==> config.mk <==
export PLATFORM = sky130hd
export DESIGN_NAME = axi_r_resp_router_flat
export DESIGN_NICKNAME = d
export VERILOG_FILES = /design/src/rtl/axi_r_resp_router_if.sv /design/src/rtl/axi_r_resp_router.sv /design/src/flat_wrapper.sv
export SDC_FILE = /design/constraint.sdc
export NUM_CORES = 1
export LEC_CHECK = 0
export ABC_AREA = 1
export CORE_UTILIZATION = 55
export CTS_BUF_LIST = sky130_fd_sc_hd__clkbuf_4 sky130_fd_sc_hd__clkbuf_8
export CTS_CLUSTER_SIZE = 20
export DETAILED_ROUTE_END_ITERATION = 6
export DONT_BUFFER_PORTS = 1
export PLACE_DENSITY = 0.73
export SLEW_MARGIN = 20
export SYNTH_ARGS = -nofsm -noshare
export SYNTH_HDL_FRONTEND = slang
export SYNTH_SLANG_ARGS = --single-unit
==> constraint.sdc <==
create_clock -name clk -period 1.5 [get_ports clk]
set_input_delay 0.3 -clock clk [delete_from_list [all_inputs] [get_ports clk]]
set_output_delay 0.3 -clock clk [all_outputs]
set_load 0.01 [all_outputs]
==> src/rtl/axi_r_resp_router_if.sv <==
// R-channel bundle for the response router: slave-side beat input plus the
// shared master-side payload with per-port valid/ready.
interface axi_r_resp_router_if #(
    parameter int ID_W   = 4,
    parameter int IDS_W  = 8,
    parameter int DATA_W = 32
);
    logic              s_rvalid;
    logic              s_rready;
    logic [IDS_W-1:0]  s_rid;
    logic [DATA_W-1:0] s_rdata;
    logic [1:0]        s_rresp;
    logic              s_rlast;
    logic [3:0]        m_rvalid;
    logic [3:0]        m_rready;
    logic [ID_W-1:0]   m_rid;
    logic [DATA_W-1:0] m_rdata;
    logic [1:0]        m_rresp;
    logic              m_rlast;

    modport slave (
        input  s_rvalid, s_rid, s_rdata, s_rresp, s_rlast, m_rready,
        output s_rready, m_rvalid, m_rid, m_rdata, m_rresp, m_rlast
    );

    modport master (
        output s_rvalid, s_rid, s_rdata, s_rresp, s_rlast, m_rready,
        input  s_rready, m_rvalid, m_rid, m_rdata, m_rresp, m_rlast
    );
endinterface

==> src/rtl/axi_r_resp_router.sv <==
// R-response router: strips the route field from extended IDs, buffers beats in a
// 2-entry skid buffer and steers them to one of 4 master ports. Optional RESP_ERR_CNT_EN.
//
// state    | meaning
// ---------+--------------------------------------------
// ST_EMPTY | no beat buffered
// ST_ONE   | head register holds the beat on m_*
// ST_FULL  | head + skid hold beats, input is stalled
module axi_r_resp_router #(
    parameter int ID_W   = 4,
    parameter int IDS_W  = 8,
    parameter int DATA_W = 32
) (
    input  logic clk,
    input  logic rst,
    axi_r_resp_router_if.slave bus,
    output logic burst_active,
    output logic route_err
`ifdef RESP_ERR_CNT_EN
    ,
    output logic [15:0] resp_err_cnt
`endif
);
    localparam logic [1:0] ST_EMPTY = 2'd0;
    localparam logic [1:0] ST_ONE   = 2'd1;
    localparam logic [1:0] ST_FULL  = 2'd2;

    typedef struct packed {
        logic [1:0]        route;
        logic [ID_W-1:0]   id;
        logic [DATA_W-1:0] data;
        logic [1:0]        resp;
        logic              last;
    } beat_t;

    logic [1:0] state_q, state_d;
    beat_t      head_q, head_d;
    beat_t      skid_q, skid_d;
    beat_t      in_beat;
    logic       s_rready_q, s_rready_d;
    logic       burst_active_q, burst_active_d;
    logic [1:0] burst_route_q, burst_route_d;
    logic       route_err_q, route_err_d;
    logic       acc;
    logic       pop;
    logic       unused_rid_hi;

    assign unused_rid_hi = ^bus.s_rid[IDS_W-1:ID_W+2];

    assign in_beat = '{route: bus.s_rid[ID_W+1:ID_W],
                       id:    bus.s_rid[ID_W-1:0],
                       data:  bus.s_rdata,
                       resp:  bus.s_rresp,
                       last:  bus.s_rlast};

    assign bus.s_rready = s_rready_q;
    assign bus.m_rvalid = (state_q != ST_EMPTY) ? (4'b0001 << head_q.route) : 4'b0000;
    assign bus.m_rid    = head_q.id;
    assign bus.m_rdata  = head_q.data;
    assign bus.m_rresp  = head_q.resp;
    assign bus.m_rlast  = head_q.last;
    assign burst_active = burst_active_q;
    assign route_err    = route_err_q;

    assign acc = bus.s_rvalid & s_rready_q;
    assign pop = |(bus.m_rvalid & bus.m_rready);

    always_comb begin
        state_d = state_q;
        head_d  = head_q;
        skid_d  = skid_q;
        case (state_q)
            ST_EMPTY: begin
                if (acc) begin
                    head_d  = in_beat;
                    state_d = ST_ONE;
                end
            end
            ST_ONE: begin
                if (acc && !pop) begin
                    skid_d  = in_beat;
                    state_d = ST_FULL;
                end else if (!acc && pop) begin
                    state_d = ST_EMPTY;
                end else if (acc && pop) begin
                    head_d = in_beat;
                end
            end
            ST_FULL: begin
                if (pop) begin
                    head_d  = skid_q;
                    state_d = ST_ONE;
                end
            end
            default: state_d = ST_EMPTY;
        endcase
        // Registered ready looks ahead at the next occupancy, so m_rready never reaches s_rready combinationally.
        s_rready_d = (state_d != ST_FULL);
    end

    always_comb begin
        burst_active_d = burst_active_q;
        burst_route_d  = burst_route_q;
        route_err_d    = route_err_q;
        if (acc) begin
            if (!burst_active_q) begin
                burst_route_d  = in_beat.route;
                burst_active_d = !bus.s_rlast;
            end else begin
                if (in_beat.route != burst_route_q) begin
                    route_err_d = 1'b1;
                end
                if (bus.s_rlast) begin
                    burst_active_d = 1'b0;
                end
            end
        end
    end

    always_ff @(posedge clk) begin
        if (rst) begin
            state_q        <= ST_EMPTY;
            head_q         <= '0;
            skid_q         <= '0;
            s_rready_q     <= 1'b0;
            burst_active_q <= 1'b0;
            burst_route_q  <= 2'd0;
            route_err_q    <= 1'b0;
        end else begin
            state_q        <= state_d;
            head_q         <= head_d;
            skid_q         <= skid_d;
            s_rready_q     <= s_rready_d;
            burst_active_q <= burst_active_d;
            burst_route_q  <= burst_route_d;
            route_err_q    <= route_err_d;
        end
    end

`ifdef RESP_ERR_CNT_EN
    logic [15:0] resp_err_cnt_q, resp_err_cnt_d;

    always_comb begin
        resp_err_cnt_d = resp_err_cnt_q;
        if (pop && (head_q.resp != 2'b00) && (resp_err_cnt_q != 16'hFFFF)) begin
            resp_err_cnt_d = resp_err_cnt_q + 16'd1;
        end
    end

    always_ff @(posedge clk) begin
        if (rst) begin
            resp_err_cnt_q <= 16'd0;
        end else begin
            resp_err_cnt_q <= resp_err_cnt_d;
        end
    end

    assign resp_err_cnt = resp_err_cnt_q;
`endif
endmodule

==> src/flat_wrapper.sv <==
// flat-port wrapper written by rule: the top's interface ports become plain ports
module axi_r_resp_router_flat 
#(
    parameter int ID_W   = 4,
    parameter int IDS_W  = 8,
    parameter int DATA_W = 32
)
  (clk, rst, burst_active, route_err, bus_s_rvalid, bus_s_rid, bus_s_rdata, bus_s_rresp, bus_s_rlast, bus_m_rready, bus_s_rready, bus_m_rvalid, bus_m_rid, bus_m_rdata, bus_m_rresp, bus_m_rlast);
  axi_r_resp_router_if #(.ID_W(ID_W), .IDS_W(IDS_W), .DATA_W(DATA_W)) bus_i ();
  input  logic clk;
  input  logic rst;
  output logic burst_active;
  output logic route_err;
  input wire logic [$bits(bus_i.s_rvalid)-1:0] bus_s_rvalid;
  input wire logic [$bits(bus_i.s_rid)-1:0] bus_s_rid;
  input wire logic [$bits(bus_i.s_rdata)-1:0] bus_s_rdata;
  input wire logic [$bits(bus_i.s_rresp)-1:0] bus_s_rresp;
  input wire logic [$bits(bus_i.s_rlast)-1:0] bus_s_rlast;
  input wire logic [$bits(bus_i.m_rready)-1:0] bus_m_rready;
  output wire logic [$bits(bus_i.s_rready)-1:0] bus_s_rready;
  output wire logic [$bits(bus_i.m_rvalid)-1:0] bus_m_rvalid;
  output wire logic [$bits(bus_i.m_rid)-1:0] bus_m_rid;
  output wire logic [$bits(bus_i.m_rdata)-1:0] bus_m_rdata;
  output wire logic [$bits(bus_i.m_rresp)-1:0] bus_m_rresp;
  output wire logic [$bits(bus_i.m_rlast)-1:0] bus_m_rlast;
  assign bus_i.s_rvalid = bus_s_rvalid;
  assign bus_i.s_rid = bus_s_rid;
  assign bus_i.s_rdata = bus_s_rdata;
  assign bus_i.s_rresp = bus_s_rresp;
  assign bus_i.s_rlast = bus_s_rlast;
  assign bus_i.m_rready = bus_m_rready;
  assign bus_s_rready = bus_i.s_rready;
  assign bus_m_rvalid = bus_i.m_rvalid;
  assign bus_m_rid = bus_i.m_rid;
  assign bus_m_rdata = bus_i.m_rdata;
  assign bus_m_rresp = bus_i.m_rresp;
  assign bus_m_rlast = bus_i.m_rlast;
  axi_r_resp_router #(.ID_W(ID_W), .IDS_W(IDS_W), .DATA_W(DATA_W)) u_core (.clk(clk), .rst(rst), .bus(bus_i), .burst_active(burst_active), .route_err(route_err));
endmodule
==> results.yml, run 1 <==
status:
  outcome: "complete, but fails checks"
  violations: "negative setup slack"
worst_setup_path:
  cp.arrival_ns: 1.83
  r2r_setup_slack_ns: -0.07
  required_ns: 1.76
  crit_fanout: 22
  worst_setup_path_end_kind: "register"
  path_class: "reg2reg"
  crit_path_start_kind: "register"
synthesis:
  synth_warnings: 0
  synth.avg_cell_area_um2: 6.56
  synth.largest_area_cell: "dfxtp_1"
  postSynthCellCount: 679
  yosys.area.top_type_share: 0.400
  synth-compound-area-share: 0.103
  syn-num-nets: 729
  synth-seq-cells: 89
  synth_top_family_by_area: "simple AND/OR/NAND/NOR gates"
  synth-simple-area-share: 0.334
  synth_area_um2: 4450
  synth_area_leaders: "dfxtp_1 (40%), nand2_1 (18%), a21oi_1 (9.7%), nand3_1 (9.6%), buf_4 (6.7%)"
  yosysSeqAreaShare: 0.400
  synth.distinct_cells: 21
  synth-xor-area-share: 0.00393
  muxShareOfSynthArea: 0
  synth_fa_ha_area_frac: 0
sta:
  rsz0062_at_grt: "true"
  min_period_over_period: 1.05
  slew_viol_final: 0
  fin_ws_ns: -0.0705
  fmax_ghz: 0.637
  fin_crit_ns: 1.57
  worst_pin_slew_ns: 0.312
  relSlewSlack: 0.792
  skew_ns: 0.0104
  hold_viol: 0
  setup_violations: 75
final_layout:
  fill_cells: 714
  syn_to_final_growth_pct: 11.5
  layout.nets: 698
  drive_gt1_frac: 0.147
  post-route-util: 0.640
  antenna_cells: 0
floorplan:
  pin_count: 96
  die_area_um2: 8460
  num_rows: 32
  start_util: 0.573
  placeableCoreArea_um2: 7770
  die_y_um: 92.0
  die_x_um: 92.0
clock_network:
  numCtsBuffers: 9
  clk_latency_ns: 0.36
  htreeDepth: 3
  clockBufferDepth: 2
  cts.sinks: 89
  clkTransAtPathRegs_ns: 0.10
  root_buffer: "clkbuf_8"
  tritoncts: "done"
min_path:
  worst_hold_path_type: "in2reg"
place:
  dp_hpwl_um: 6580
  place.gp.congestion: 0.821
  port_buffers: 0
  post-place-ws_ns: -0.0279
routing:
  first_pass_iters: 5
  postRouteAntennaNets: 0
  viasPerCell: 5.32
  num_vias: 4018
  drt-initial-drc-count: 208
  wirelength_um: 11400
  wl_per_cell_um: 15.1
  drcViolationCount: 0
global_route:
  grt_use_total: 0.256
  antenna_found_initial: 0
  gr-total-overflow: 0
  grt_pass1_wl_um: 17200
  grt_max_degree: 46
  grt_pass1_vias: 3600
job:
  maxCapViolCount: 0
power_and_ir_drop:
  vdd_drop_max_uv: 506
  power.total_mw: 5.42
  powerDensity_nw_per_um2: 1090
  p_leak_nw: 2.23
-- per-stage QoR --
stage | area (um2) | hold WS [ns] | TNS (ns) | instances
after floorplan | 4450 | 0.391 | 0 | 679
after detailed placement | 4370 | 0.376 | -0.0588 | 723
after global placement | 4370 | 0.373 | 0 | 723
after CTS | 4640 | 0.0688 | -0.0417 | 742
after global routing | 4970 | 0.0688 | -10.59 | 755
final | 4970 | 0.0814 | -2.25 | 755
-- registers in the layout (all words and copies together) (netlist names), 2 cells and up --
register              cells
u_core.skid_q            41
u_core.bus.m_rdata       32
u_core.bus.m_rid          4
u_core.burst_route_q      2
u_core.bus.m_rresp        2
u_core.head_q             2
u_core.state_q            2
-- worst max-delay path: stages (launching register included) --
cell and delay [ns]:
dfxtp_2 0.35, inv_1 0.11, nor2_1 0.07, nand3_1 0.09, nand2_2 0.07, nor2_4 0.18
nand2_4 0.14, clkbuf_16 0.23, a21oi_1 0.15, nor2_1 0.06
-- report_power, final --
group	internal, mW	switching, mW
clock	0.632	0.931
combinational	0.479	0.675
sequential	2.53	0.175
total	3.64	1.78
-- routing by layer --
| metal | vias up | global-route usage | share of wire |
|---|---|---|---|
| li1 | 2035 | - | - |
| met2 | 142 | 0.430 | 0.48 |
| met4 | 0 | 0.0794 | 0.021 |
| met1 | 1821 | 0.316 | 0.42 |
| met3 | 20 | 0.0721 | 0.080 |
| met5 | - | 0 | 0 |
-- synth_stat cells, drive strengths merged --
| master | instances |
|---|---|
| nand2 | 217 |
| dfxtp | 89 |
| a21oi | 86 |
| nand3 | 85 |
| buf | 64 |
| nor2 | 52 |
| inv | 50 |
| clkbuf | 21 |
| nor3 | 4 |
| o21ai | 4 |
| clkinv | 2 |
| nand3b | 2 |
| xor2 | 2 |
| o211ai | 1 |
-- cell type report --
| class | count | area [um2] | share of cell area |
|---|---|---|---|
| Inverter | 52 | 203 | 0.0408 |
| Multi-Input combinational cell | 453 | 2110 | 0.424 |
| Tap cell | 102 | 128 | 0.0257 |
| Clock buffer | 9 | 124 | 0.0249 |
| Timing Repair Buffer | 43 | 562 | 0.113 |
| Sequential cell | 89 | 1790 | 0.360 |
| Clock inverter | 7 | 57.6 | 0.0116 |
-- path summary, 6_finish.rpt --
kind | end | depth (start not counted) | from
worst max register to register | u_core.bus.m_rdata[13] | 9 | u_core.head_q[40]
worst min register to register | u_core.skid_q[13] | 2 | u_core.skid_q[13]
worst min-delay path | u_core.burst_route_q[0] | 2 | bus_s_rid[4]
worst max-delay path | u_core.bus.m_rdata[13] | 9 | u_core.head_q[40]
-- placed cells by master, fill, tap and decap left out, types with 5 or more instances in the layout --
cell type  synthesis  layout
clkbuf_16          0       5
inv_1             48      45
buf_4             40      18
nand2_1          215     210
a21oi_1           86      73
buf_12             0       9
dfxtp_1           89      85
nor2_1            51      50
buf_6              4       9
inv_6              0       6
a21oi_2            0      13
nand3_1           85      82
clkbuf_8           0       9
-- cells by family (layout without fill, tap and decap cells) --
logic type	count (synthesis)	after routing
buffers and inverters	137	111
flip-flops	89	89
AND/OR/NAND/NOR	360	360
XOR/XNOR	2	2
AO/OA/AOI/OAI	91	91
-- repair_timing --
item / CTS / global route
pin swaps: 2 / 3
hold endpoints to repair: 44 / 0
setup buffers: 0 / 5
gates cloned: 0 / 8
gates resized for setup: 17 / 34
hold buffers: 3 / 0
setup endpoints to repair: 56 / 88
Power figures use the tool's default switching activity.
==> run 2: changes to the inputs <==
CORE_MARGIN = 10   (was default)
==> results.yml, run 2 (synthesized netlist as in run 1, its figures left out) <==
floorplan:
  start_util: 0.571
  pin_count: 96
  die_y_um: 110
  placeableCoreArea_um2: 7810
  die_x_um: 110
  num_rows: 32
  die_area_um2: 12100
worst_setup_path:
  crit_path_start_kind: "register"
  required_ns: 1.75
  path_class: "reg2reg"
  crit_fanout: 5
  cp.arrival_ns: 1.84
  worst_setup_path_end_kind: "register"
sta:
  slew_viol_final: 0
  fin_crit_ns: 1.59
  fin_ws_ns: -0.0862
  fmax_ghz: 0.630
  worst_pin_slew_ns: 0.749
  rsz0062_at_grt: "true"
  hold_viol: 0
  tns_ns: -3.82
  relSlewSlack: 0.499
  setup_violations: 83
  min_period_over_period: 1.06
  skew_ns: 0.0117
power_and_ir_drop:
  p_comb_frac: 0.230
  p_leak_nw: 2.26
  vdd_drop_max_uv: 640
  powerDensity_nw_per_um2: 1120
  power.total_mw: 5.62
  net-switching-power_mw: 1.78
  p_clk_frac: 0.286
  internal_power_mw: 3.85
  swShare: 0.316
  seq_power_share: 0.484
place:
  placed_area_um2: 4320
  place.gp.congestion: 0.812
  port_buffers: 0
  dp_hpwl_um: 7340
final_layout:
  regArea_um2: 1790
  post-route-util: 0.646
  largest-register: "u_core.skid_q"
  antenna_cells: 0
  largest_register_ff_count: 41
  drive_gt1_frac: 0.147
  layout.nets: 698
  fill_cells: 732
  multiInputGateArea_um2: 2120
  most-common-layout-cells: "nand2_1 (212), dfxtp_1 (86), nand3_1 (84)"
  fin_area_um2: 5040
  final_common_cell: "nand2_1"
  syn_to_final_growth_pct: 13.2
status:
  outcome: "complete, but fails checks"
  violations: "negative setup slack"
job:
  maxCapViolCount: 0
global_route:
  gr-total-overflow: 0
  grt_pass1_vias: 3486
  grt_pass1_wl_um: 17700
  grt_max_degree: 46
  busiest_layer: "met2"
  met3_usage: 0.0685
  grt_use_met2: 0.291
  grt_use_total: 0.182
  grt_use_met1: 0.225
  antenna_found_initial: 0
routing:
  num_vias: 4151
  first_pass_iters: 6
  viasPerCell: 5.51
  drt-initial-drc-count: 336
  wl_per_cell_um: 17.6
  postRouteAntennaNets: 0
  drcViolationCount: 0
  wirelength_um: 13200
clock_network:
  tritoncts: "done"
  root_buffer: "clkbuf_8"
  cts.sinks: 89
  numCtsBuffers: 9
  clk_latency_ns: 0.36
  clockBufferDepth: 2
  clkTransAtPathRegs_ns: 0.09
  htreeDepth: 3
min_path:
  worst_hold_path_type: "in2reg"
## run 2: changes by cell type in the layout (fill, tap and decap cells not counted), moves of 2 or more
cell        before  now
a21oi_1         73   65
a21oi_2         13   21
buf_6            9    4
buf_8            0    2
clkbuf_16        5    8
clkinv_2         1    3
clkinvlp_4       0    2
dfxtp_2          3    0
dfxtp_4          1    3
inv_6            6    1
nand2_1        210  212
nand2_2          4    2
nand3_1         82   84
nand3_2          3    1
## run 2: power by group through the flow
| stage | clock network, mW | logic, mW | registers (mW) |
|---|---|---|---|
| global placement | 0 | 0.854 | 2.76 |
| floorplan | 0 | 0.918 | 2.66 |
| CTS | 1.62 | 0.911 | 2.72 |
| global route | 1.73 | 1.40 | 2.74 |
| detailed placement | 0 | 0.879 | 2.77 |
| finish | 1.61 | 1.29 | 2.72 |
## run 2: path summary, 6_finish.rpt
path	start	endpoint	slack (ns)	depth (start not counted)
worst min-delay path	rst	u_core.skid_q[1]	0.02	1
worst max register to register	u_core.state_q[1]	u_core.bus.m_rdata[21]	-0.09	10
worst max-delay path	u_core.state_q[1]	u_core.bus.m_rdata[21]	-0.09	10
worst min register to register	u_core.skid_q[24]	u_core.skid_q[24]	0.46	2
## run 2: cell type report
cell class                 count  area share
clock buffer                   9      0.0246
clock inverter                 6      0.0119
inverter                      52      0.0402
multi-input combinational    454       0.421
sequential                    89       0.356
tap                          102      0.0253
timing repair buffer          42       0.121
## run 2: metal layers
metal | vias to the layer above | routed length, um
met5 | - | 0
met4 | 0 | 95
met3 | 7 | 1560
met2 | 203 | 6300
met1 | 1898 | 5280
li1 | 2043 | -
## run 2: through the flow
stage / hold slack (ns) / setup WS, ns / cells
CTS: 0.000970 / -0.109 / 737
detailed placement: 0.377 / -0.0497 / 719
floorplan: 0.391 / 0.0564 / 679
global placement: 0.375 / 0.00226 / 719
finish: 0.0214 / -0.0862 / 754
global route: -0.00283 / -0.186 / 754
## run 2: critical path, stage by stage (launching register included)
cell and delay (ns):
dfxtp_4 0.37, inv_4 0.06, nand2_4 0.07, nand3_1 0.12
nand2_2 0.09, nor2_4 0.13, buf_12 0.15, nand2_4 0.12
clkbuf_16 0.18, a21oi_1 0.13, nor2_1 0.06
## run 2: timing repair
item                                   CTS  global route
hold buffers                             1             1
endpoints found under the hold margin    6            13
setup buffers                            2             3
setup endpoints to repair               36            89
resized for setup                        9            47
gates cloned                             0            13
pin swaps                                2             6
==> run 3: changes to the inputs <==
--- a/config.mk
+++ b/config.mk
@@ -9,3 +9,3 @@
 export CORE_MARGIN = 10
-export CORE_UTILIZATION = 55
+export CORE_UTILIZATION = 60
 export CTS_BUF_LIST = sky130_fd_sc_hd__clkbuf_4 sky130_fd_sc_hd__clkbuf_8
@@ -14,3 +14,3 @@
 export DONT_BUFFER_PORTS = 1
-export PLACE_DENSITY = 0.73
+export PLACE_DENSITY = 0.79
 export SLEW_MARGIN = 20
--- a/constraint.sdc
+++ b/constraint.sdc
@@ -3,2 +3,2 @@
 set_output_delay 0.3 -clock clk [all_outputs]
-set_load 0.01 [all_outputs]
+set_load 0.1 [all_outputs]
==> results.yml, run 3 (synthesized netlist as in run 1, its figures left out) <==
status:
  outcome: "complete, but fails checks"
  violations: "design-rule violations, negative hold slack, negative setup slack"
worst_setup_path:
  worst_setup_path_end_kind: "register"
  r2r_setup_slack_ns: -0.50
  required_ns: 1.81
  rr_worst_depth: 11
  critical-path-top-delay-family: "simple AND/OR/NAND/NOR gates"
  path_class: "reg2reg"
  r2r-start: "u_core.state_q[1]"
  critical_path_buf_inv_count: 5
  crit_fanout: 8
  crit_slowest_cell: "dfxtp_2"
  path_cells: "inv_2 -> nand2_4 -> buf_6 -> nand3b_1 -> nand2_2 -> nor2_4 -> buf_12 -> buf_8 -> buf_16 -> nand3_1 -> a21oi_2"
  r2r-end: "u_core.skid_q[7]"
  cp.arrival_ns: 2.31
  crit_path_start_kind: "register"
  cp_num_cells: 11
  cp_slowest_stage_delay_ns: 0.35
global_route:
  grt_max_degree: 42
  gr-total-overflow: 0
  busiest_layer: "met2"
  grt_use_total: 0.228
  antenna_found_initial: 0
  met3_usage: 0.0888
  grt_pass1_vias: 4141
  grt_pass1_wl_um: 21200
  grt_use_met2: 0.371
  grt_use_met1: 0.278
sta:
  fin_ws_ns: -0.497
  whs_ns: -0.0253
  skew_ns: 0.0137
  tns_ns: -30.84
  rsz0062_at_grt: "true"
  fin_crit_ns: 2.00
  hold_viol: 32
  worst_pin_slew_ns: 0.596
  setup_violations: 89
  min_period_over_period: 1.33
  fmax_ghz: 0.501
  slew_viol_final: 0
  relSlewSlack: 0.601
min_path:
  worst_hold_path_type: "in2reg"
  hold_depth: 1
  hp-start: "rst"
  holdPathEnd: "u_core.bus.s_rready"
clock_network:
  clockBufferDepth: 2
  clk_latency_ns: 0.39
  clkTransAtPathRegs_ns: 0.10
  cts.sinks: 89
  root_buffer: "clkbuf_8"
  numCtsBuffers: 9
  tritoncts: "done"
  htreeDepth: 3
  cts-hold-fix-buffers: 1
floorplan:
  die_x_um: 106
  placeableCoreArea_um2: 7250
  start_util: 0.614
  die_area_um2: 11300
  pin_count: 96
  num_rows: 31
  die_y_um: 106
routing:
  viasPerCell: 6.82
  drcViolationCount: 27
  num_vias: 5561
  postRouteAntennaNets: 0
  wirelength_um: 21400
  drt-initial-drc-count: 1027
  wl_per_cell_um: 26.3
  first_pass_iters: 7
power_and_ir_drop:
  powerDensity_nw_per_um2: 1190
  p_leak_nw: 2.84
  power.total_mw: 8.04
  vdd_drop_max_uv: 1290
place:
  placed_area_um2: 4840
  place.gp.congestion: 0.867
  port_buffers: 0
  dp_cells: 767
  post-place-ws_ns: -0.0814
  dp_hpwl_um: 8050
final_layout:
  syn_to_final_growth_pct: 51.8
  fill_cells: 208
  fin_cells: 815
  final_common_cell: "nand2_1"
  largest-register: "u_core.skid_q"
  post-route-util: 0.932
  most-common-layout-cells: "nand2_1 (155), dfxtp_1 (84), a21oi_2 (75)"
  drive_gt1_frac: 0.437
  largest_register_ff_count: 41
  fin_area_um2: 6760
  layout.nets: 762
  antenna_cells: 0
job:
  maxCapViolCount: 0
## run 3: power by group
part | switching, mW | internal [mW]
clock | 0.961 | 1.14
sequential | 0.137 | 2.53
combinational | 2.19 | 1.07
total | 3.29 | 4.75
## run 3: worst max-delay path by stage
stage                                 start                 to
after floorplan           u_core.state_q[1]    bus_m_rvalid[0]
after global placement    u_core.state_q[0]  u_core.skid_q[13]
after detailed placement  u_core.state_q[0]   u_core.skid_q[0]
after CTS                 u_core.state_q[1]    bus_m_rvalid[0]
after global routing      u_core.state_q[1]   u_core.skid_q[7]
final                     u_core.state_q[1]   u_core.skid_q[7]
## run 3: timing repair
item	in CTS	in global routing
cloned	12	5
pin swaps	24	57
hold endpoints to repair	9	35
buffers inserted	6	11
setup endpoints to repair	68	89
resized for setup	39	245
## run 3: layout make-up
cell class              instances  area [um2]  area share
clock inverters                 5         104      0.0154
well taps                      99         124      0.0183
repair buffers                106        1390       0.206
multi-input cells             454        3010       0.445
clock buffers                  10         138      0.0204
flip-flops and latches         89        1790       0.265
inverters                      52         201      0.0298
## run 3: routing by layer
metal	share of wire	vias up	wire, um
li1	-	2180	-
met1	0.32	2518	6880
met2	0.44	648	9480
met3	0.15	215	3280
met4	0.084	0	1800
met5	0	-	0
